### src/rtl/glitch_filter_if.sv
// Signal bundle between the raw-level source and the glitch filter:
// the raw level and enable in, the filtered level, edge strobes and busy out.
interface glitch_filter_if;
    logic a;
    logic en;
    logic y;
    logic rise;
    logic fall;
    logic busy;

    modport master (
        output a,
        output en,
        input  y,
        input  rise,
        input  fall,
        input  busy
    );

    modport slave (
        input  a,
        input  en,
        output y,
        output rise,
        output fall,
        output busy
    );
endinterface

### src/rtl/glitch_filter.sv
// Synchronising deglitch stage: brings a raw level into clk through a flop chain,
// then only lets y follow once the level has differed for FILTER_CYCLES edges.
module glitch_filter #(
    parameter int SYNC_STAGES   = 2,
    parameter int FILTER_CYCLES = 4,
    parameter int CNT_W         = 3
) (
    input  logic            clk,
    input  logic            rst_n,
    glitch_filter_if.slave  bus
);

    localparam logic [CNT_W-1:0] CNT_TERM = CNT_W'(FILTER_CYCLES - 1);

    logic [SYNC_STAGES-1:0] sync_reg;
    logic [CNT_W-1:0]       cnt_reg;
    logic [CNT_W-1:0]       cnt_next;
    logic                   y_reg;
    logic                   y_next;
    logic                   rise_reg;
    logic                   rise_next;
    logic                   fall_reg;
    logic                   fall_next;
    logic                   busy_out;
    logic                   s;

    assign s = sync_reg[SYNC_STAGES-1];

    // Synchroniser chain: sync_reg[0] samples the raw level, s is the last flop.
    always_ff @(posedge clk or negedge rst_n) begin
        if (!rst_n) begin
            sync_reg <= '0;
        end else if (SYNC_STAGES > 1) begin
            sync_reg <= {sync_reg[SYNC_STAGES-2:0], bus.a};
        end else begin
            sync_reg <= {SYNC_STAGES{bus.a}};
        end
    end

    // State register: qualification counter, filtered level and strobes.
    always_ff @(posedge clk or negedge rst_n) begin
        if (!rst_n) begin
            cnt_reg  <= '0;
            y_reg    <= 1'b0;
            rise_reg <= 1'b0;
            fall_reg <= 1'b0;
        end else begin
            cnt_reg  <= cnt_next;
            y_reg    <= y_next;
            rise_reg <= rise_next;
            fall_reg <= fall_next;
        end
    end

    // Next state: cnt == 0 is STABLE, anything else is QUAL. The terminal
    // compare caps the counter so it never wraps.
    always_comb begin
        cnt_next = cnt_reg;
        y_next   = y_reg;
        if (!bus.en) begin
            y_next   = s;
            cnt_next = '0;
        end else if (s == y_reg) begin
            cnt_next = '0;
        end else if (cnt_reg == CNT_TERM) begin
            y_next   = s;
            cnt_next = '0;
        end else begin
            cnt_next = cnt_reg + 1'b1;
        end
        rise_next = y_next & ~y_reg;
        fall_next = ~y_next & y_reg;
    end

    // Outputs: busy depends on the counter alone.
    always_comb begin
        busy_out = (cnt_reg != '0);
    end

    assign bus.y    = y_reg;
    assign bus.rise = rise_reg;
    assign bus.fall = fall_reg;
    assign bus.busy = busy_out;

endmodule

### src/flat_wrapper.sv
// flat-port wrapper written by rule: the top's interface ports become plain ports
module glitch_filter_flat 
#(
    parameter int SYNC_STAGES   = 2,
    parameter int FILTER_CYCLES = 4,
    parameter int CNT_W         = 3
)
  (clk, rst_n, bus_a, bus_en, bus_y, bus_rise, bus_fall, bus_busy);
  glitch_filter_if bus_i ();
  input  logic clk;
  input  logic rst_n;
  input wire logic [$bits(bus_i.a)-1:0] bus_a;
  input wire logic [$bits(bus_i.en)-1:0] bus_en;
  output wire logic [$bits(bus_i.y)-1:0] bus_y;
  output wire logic [$bits(bus_i.rise)-1:0] bus_rise;
  output wire logic [$bits(bus_i.fall)-1:0] bus_fall;
  output wire logic [$bits(bus_i.busy)-1:0] bus_busy;
  assign bus_i.a = bus_a;
  assign bus_i.en = bus_en;
  assign bus_y = bus_i.y;
  assign bus_rise = bus_i.rise;
  assign bus_fall = bus_i.fall;
  assign bus_busy = bus_i.busy;
  glitch_filter #(.SYNC_STAGES(SYNC_STAGES), .FILTER_CYCLES(FILTER_CYCLES), .CNT_W(CNT_W)) u_core (.clk(clk), .rst_n(rst_n), .bus(bus_i));
endmodule
### config.mk
export PLATFORM = sky130hd
export DESIGN_NAME = glitch_filter_flat
export DESIGN_NICKNAME = d
export VERILOG_FILES = /design/src/rtl/glitch_filter_if.sv /design/src/rtl/glitch_filter.sv /design/src/flat_wrapper.sv
export SDC_FILE = /design/constraint.sdc
export NUM_CORES = 1
export LEC_CHECK = 0
export ABC_AREA = 1
export BUFFER_PORTS_ARGS = -buffer_cell sky130_fd_sc_hd__buf_2
export CAP_MARGIN = 10
export CORE_AREA = 3 3 40 42
export DETAILED_ROUTE_END_ITERATION = 16
export DIE_AREA = 0 0 43 45
export HOLD_SLACK_MARGIN = 0.05
export SYNTH_ARGS = -nofsm -noshare
export SYNTH_HDL_FRONTEND = slang
export SYNTH_SLANG_ARGS = --single-unit
### constraint.sdc
create_clock -name clk -period 1.9 [get_ports clk]
set_clock_uncertainty 0.1 [all_clocks]
set_input_delay 0.285 -clock clk [delete_from_list [all_inputs] [get_ports clk]]
set_output_delay 0.285 -clock clk [all_outputs]
set_load 0.01 [all_outputs]
### After elaboration in Yosys (flattened, before gate mapping)

Cells that the tools add are included.

* register bits after elaboration: 8

* add/subtract/negate cells: 1
* reductions and logical operators: 1
* eq/ne operators: 2
* muxes and demuxes: 6
* bitwise logic cells: 4

Operator list (number)
* 2-to-1 mux 3 bit: 3
* adder 3 x 1 -> 3 bit (second input constant): 1
* == test 3 x 2 -> 1 bit (second input constant): 1
* 2-to-1 mux 1 bit: 3
* nonzero test 3 bit: 1
* AND 1 bit: 2
* inverter 1 bit: 2
* == test 1 bit: 1

### Longest topological paths before layout

Gate-level depths: netlist of run 1.

* depth after elaboration: 6
* depth in mapped cells: 7

### Worst setup path before layout of run 1

OpenSTA, ideal clock, no wires.

* kind: register -> register
* from: register u_core.cnt_reg[0]
* to: register u_core.y_reg, in the netlist u_core.bus.y
* setup time: 113 ps
* period minus slack after synthesis: 1099 ps
* setup slack: 801 ps
* path buffers: 0
* stages on the path, launching flop included: 8
* data arrival time: 886 ps
* cells stage by stage: dfrtp_1 -> ha_1 -> inv_1 -> nand2_1 -> nand2_2 -> nand2_1 -> nand2_1 -> inv_1

* word-level cells in the longest chain between the ends: 4

RTL lines
* start, declared: line glitch_filter.sv:16 `logic [CNT_W-1:0] cnt_reg;`
* start signal, assigned: line glitch_filter.sv:48 `cnt_reg <= cnt_next;`
* == test 3 x 2 -> 1 bit: line glitch_filter.sv:65 `end else if (cnt_reg == CNT_TERM) begin`
* 2-to-1 mux 1 bit: line glitch_filter.sv:65
* 2-to-1 mux 1 bit: line glitch_filter.sv:63 `end else if (s == y_reg) begin`
* 2-to-1 mux 1 bit: line glitch_filter.sv:60 `if (!bus.en) begin`
* named net u_core.y_next: line glitch_filter.sv:19 `logic y_next;`
* end signal, assigned: line glitch_filter.sv:49 `y_reg <= y_next;`
* end, declared: line glitch_filter.sv:18 `logic y_reg;`

The timed path passes the listed nets, and every way through them passes these cells.

### Final worst setup path of run 1

* from: register u_core.cnt_reg[0]
* to: output bus_busy

* word-level cells in the longest chain between the ends: 1

RTL lines
* nonzero test 3 bit: line glitch_filter.sv:77 `busy_out = (cnt_reg != '0);`
* end, declared: line flat_wrapper.sv:17 `output wire logic [$bits(bus_i.busy)-1:0] bus_busy;`

No other way between the ends.

==> results_dict.tcl, run 1 <==
set metrics [dict create \
    cp-end-kind "output pin" \
    syn2layout_area_growth_pct 28.84 \
    ys_ff_latch 8 \
    largest_reg_flops 3 \
    setup_tns_ns 0 \
    post-route-util_pct 33.50 \
    syn_area_um2 334.1 \
    die_h_um 45 \
    cts.clk_slew.worst_paths_ns 0.05 \
    clock_sinks 8 \
    cts_buffer_depth 2 \
    combPwrFrac_pct 12.9 \
    fill_cells 136 \
    setup_viol 0 \
    drt_iter0_drc 2 \
    yosysUniqueCellTypes 9 \
    period_needed_ns 1.397 \
    syn_nets 40 \
    pin_count 8 \
    r2r-start "u_core.cnt_reg[0]$_DFF_PN0_" \
    synthCells 34 \
    grt_pass1_vias 251 \
    dp_hpwl_um 403 \
    numPortBuffers 7 \
    multi_input_area_um2 107.6 \
    grt_max_degree 9 \
    cp-start-kind "flop" \
    final-max-slew-violation-count 0 \
    final_cell_count_no_fill 61 \
    grt_first_pass_wirelength_mm 1.000 \
    final_nets 54 \
    root_buffer "clkbuf_4" \
    holdBufCountCts 2 \
    startpoint "u_core.cnt_reg[0]$_DFF_PN0_" \
    tightest_slew_ns 0.1779 \
    layout_commonest_cell "nand2_1" \
    drive_above_1_share_pct 32.61 \
    leakage_nw 0.2357 \
    min_from "u_core.sync_reg[0]$_DFF_PN0_" \
    timing.final.crit_share_pct 73.51 \
    dpl-instance-area_um2 387.9 \
    synth_warnings 0 \
    post_drt_via_cell_ratio 3.967 \
    hold_viol 0 \
    postCtsSetupBuffers 0 \
    n_antenna_cell 0 \
    placed_cells 56 \
    drcViolationCount 0 \
    switchingPower_uw 87.82 \
    final_area_um2 430.4 \
    gp_congestion 0.7045 \
    core-area_um2 1285 \
    post_cts_resized 0 \
    rsz0062_at_grt "no" \
    dieWidth_um 43 \
    dr.pass1.iters 2 \
    vias 242 \
    cp.arrival_ns 1.01 \
    clock.fmax_ghz 0.7160 \
    power_uw 359.6 \
    path_max_fanout 2 \
    swShare_pct 24.42 \
    grt_use_total_pct 7.317 \
    critPathKind "reg -> out" \
    required_ns 1.51 \
    insertion_delay_ns 0.25 \
    drt-total-wl_um 519 \
    max_slew_margin_pct 88.14 \
    initial_utilization_pct 26.00 \
    antenna_found_initial 0 \
    power_frac_seq_pct 51.9 \
    cts-buffers-inserted 3 \
    num_rows 13 \
    gr-total-overflow 0 \
    power_density_nw_per_um2 835.6 \
    ant_nets 0 \
    mostFrequentLayoutCells "nand2_1, dfrtp_1, buf_2" \
    status "finished clean" \
    hold_class "reg -> reg" \
    ys_seq_area_share_pct 59.93 \
    htree_levels 1 \
    ir_drop_uv 356.6 \
    syn_avg_cell_area_um2 9.826 \
    pwr-share-clk_pct 35.2 \
    p_int_uw 271.8 \
    maxCapViolations 0 \
    regArea_um2 200.2 \
    dieArea_um2 1935 \
    cts_tree "built" \
    wl_per_cell_um 8.508 \
]
metrics by stage:
stage	setup WS (ns)	hold WS, ns
after floorplan	0.8014	-0.1106
after global placement	0.7427	0.03661
after detailed placement	0.7339	0.03851
after CTS	0.4820	0.2480
after global routing	0.4021	0.2604
final	0.5034	0.2532
power by group through the flow:
stage	clock network, mW	registers (mW)	logic [mW]
2_1_floorplan	0	0.191	0.0245
4_1_cts	0.135	0.187	0.0475
5_1_grt	0.142	0.188	0.0540
6_report	0.127	0.187	0.0463
3_5_place_dp	0	0.190	0.0443
3_3_place_gp	0	0.189	0.0439
kinds of logic (layout without fill, tap and decap cells):
kind of cell,Yosys count,in the layout,synth area share (%)
simple gates,17,17,24.72
fa+ha+maj,2,2,7.489
flops,8,8,59.92
buf+inv,7,19,7.864
critical path, cell delays in order, from the launching register on:
cell and delay [ns]:
dfrtp_1 0.38, inv_1 0.08, ha_1 0.14, nand2_1 0.04
buf_2 0.13
cells in the mapped netlist:
library cell	n	area, µm²
nand2_2	2	12.51
ha_1	2	25.02
nor2_1	3	11.26
nand3_1	1	5.000
inv_2	1	3.750
dfrtp_1	8	200.2
nand2_1	9	33.78
inv_1	6	22.52
nor3_2	2	20.02
layer usage:
metal | GRT usage (%) | vias to the layer above | part of all wire (%)
met5 | 0 | - | 0
met4 | 5.422 | 0 | 0
met3 | 3.586 | 0 | 6.0
met2 | 10.78 | 7 | 52
li1 | - | 127 | -
met1 | 8.189 | 108 | 42
final timing paths:
kind	endpoint	slack, ns	cells after the start
worst max-delay path	bus_busy	0.50	4
worst min-delay path	u_core.sync_reg[1]$_DFF_PN0_	0.25	0
worst max register to register	u_core.bus.y$_DFF_PN0_	0.73	7
worst min register to register	u_core.sync_reg[1]$_DFF_PN0_	0.25	0
max in group asynchronous	u_core.bus.fall$_DFF_PN0_	1.24	2
min in group asynchronous	u_core.cnt_reg[1]$_DFF_PN0_	0.29	2
cell type report:
type / count / share of cell area [%]
Multi-Input combinational cell: 19 / 25.00
Tap cell: 15 / 4.360
Inverter: 7 / 6.105
Clock buffer: 3 / 5.233
Sequential cell: 8 / 46.51
Timing Repair Buffer: 9 / 12.79
Note: power is estimated with default switching activity, not from simulation.
==> inputs of run 2 (changes only) <==
Clock period 1.9 ns to 1.43 ns, I/O delays scaled along.
==> results_dict.tcl, run 2 (synthesis gave the netlist of run 1 again) <==
set metrics [dict create \
    status "finished clean" \
    insertion_delay_ns 0.25 \
    cts_tree "built" \
    dieWidth_um 43 \
    setup_viol 0 \
    cts.clk_slew.worst_paths_ns 0.05 \
    cp-start-kind "flop" \
    root_buffer "clkbuf_4" \
    core-area_um2 1285 \
    grt_max_degree 9 \
    wl_per_cell_um 8.426 \
    dr.pass1.iters 2 \
    gr-total-overflow 0 \
    syn2layout_area_growth_pct 28.84 \
    vias 240 \
    antenna_found_initial 0 \
    grt_first_pass_wirelength_um 869 \
    swShare_pct 23.74 \
    setup_tns_ns 0 \
    switchingPower_uw 112.5 \
    cts_buffer_depth 2 \
    pwr-share-clk_pct 34.5 \
    rsz0062_at_grt "no" \
    tightest_slew_ns 0.1758 \
    postCtsSetupBuffers 0 \
    dieArea_um2 1935 \
    die_h_um 45 \
    pin_count 8 \
    ant_nets 0 \
    max_slew_margin_pct 88.28 \
    drt_iter0_drc 1 \
    grt_pass1_vias 235 \
    cp.arrival_ns 1.00 \
    num_rows 13 \
    clock_sinks 8 \
    final_nets 54 \
    power_frac_seq_pct 52.2 \
    drcViolationCount 0 \
    layout_commonest_cell "nand2_1" \
    clock.fmax_ghz 0.7581 \
    grt_use_total_pct 6.908 \
    numPortBuffers 7 \
    largest_reg_flops 3 \
    required_ns 1.12 \
    drive_above_1_share_pct 32.61 \
    cp-end-kind "output pin" \
    fill_cells 136 \
    timing.final.crit_share_pct 92.24 \
    initial_utilization_pct 26.00 \
    hold_viol 0 \
    htree_levels 1 \
    leakage_nw 0.2357 \
    post_drt_via_cell_ratio 3.934 \
    combPwrFrac_pct 13.3 \
    gp_congestion 0.7249 \
    p_int_uw 361.4 \
    path_max_fanout 2 \
    n_antenna_cell 0 \
    critPathKind "reg -> out" \
    mostFrequentLayoutCells "nand2_1, dfrtp_1, buf_2" \
    dp_slack_ns 0.2751 \
    maxCapViolations 0 \
    ir_drop_uv 514.9 \
    cts-buffers-inserted 3 \
    power_density_nw_per_um2 1101 \
    drt-total-wl_um 514 \
    layout_setup_ws_ns 0.1109 \
    period_needed_ns 1.319 \
    final-max-slew-violation-count 0 \
    hold_class "in -> reg" \
]
==> run 2: cell counts in the layout (fill, tap and decap cells not counted) <==
Identical to the previous run, type by type.
==> run 2: stage by stage <==
step	power (mW)	cells	instance area (µm²)	hold slack [ns]	util, %
floorplan	0.2862	34	334.1	-0.1811	-
global placement	0.3106	56	387.9	-0.03669	30.19
detailed placement	0.3113	56	387.9	-0.03437	30.19
CTS	0.4880	61	430.4	0.1731	33.50
global route	0.5123	61	430.4	0.1798	33.50
finish	0.4739	61	430.4	0.1855	33.50
==> run 2: path summary, 6_finish.rpt <==
path                                              startpoint                            to  slack, ns  depth (start not counted)
worst max register to register   u_core.cnt_reg[0]$_DFF_PN0_        u_core.bus.y$_DFF_PN0_       0.28                          7
worst min-delay path                                  bus_en   u_core.cnt_reg[2]$_DFF_PN0_       0.19                          3
worst min register to register  u_core.sync_reg[0]$_DFF_PN0_  u_core.sync_reg[1]$_DFF_PN0_       0.25                          0
max in group asynchronous                              rst_n  u_core.sync_reg[0]$_DFF_PN0_       0.83                          2
worst max-delay path             u_core.cnt_reg[0]$_DFF_PN0_                      bus_busy       0.11                          4
min in group asynchronous                              rst_n        u_core.bus.y$_DFF_PN0_       0.23                          2
==> run 2: repair_timing <==
item | 4_1_cts | 5_1_grt
hold buffers | 2 | 0
endpoints found under the hold margin | 9 | 0
resized for setup | 0 | 0
==> run 2: metal layers <==
| layer | wire length (µm) | GRT usage (%) | up-vias |
|---|---|---|---|
| met2 | 268 | 10.78 | 8 |
| met1 | 189 | 5.985 | 106 |
| met5 | 0 | 0 | - |
| met3 | 44 | 5.179 | 2 |
| met4 | 11 | 5.422 | 0 |
| li1 | - | - | 124 |
==> run 2: layout make-up <==
cell class | instances | area, µm² | share of cell area [%]
flip-flops and latches | 8 | 200.2 | 46.51
multi-input cells | 19 | 107.6 | 25.00
repair buffers | 9 | 55.05 | 12.79
inverters | 7 | 26.28 | 6.105
clock buffers | 3 | 22.52 | 5.233
well taps | 15 | 18.77 | 4.360
==> run 2: power by group through the flow <==
stage	Sequential, mW	Combinational, mW	Clock (mW)
after detailed placement	0.251	0.0601	0
after global routing	0.249	0.0728	0.190
after CTS	0.247	0.0645	0.176
after floorplan	0.254	0.0325	0
after global placement	0.251	0.0595	0
final	0.247	0.0629	0.164
==> run 2: critical path, stage by stage, from the launching register on <==
cell     delay [ns]
dfrtp_1        0.37
inv_1          0.08
ha_1           0.14
nand2_1        0.04
buf_2          0.13
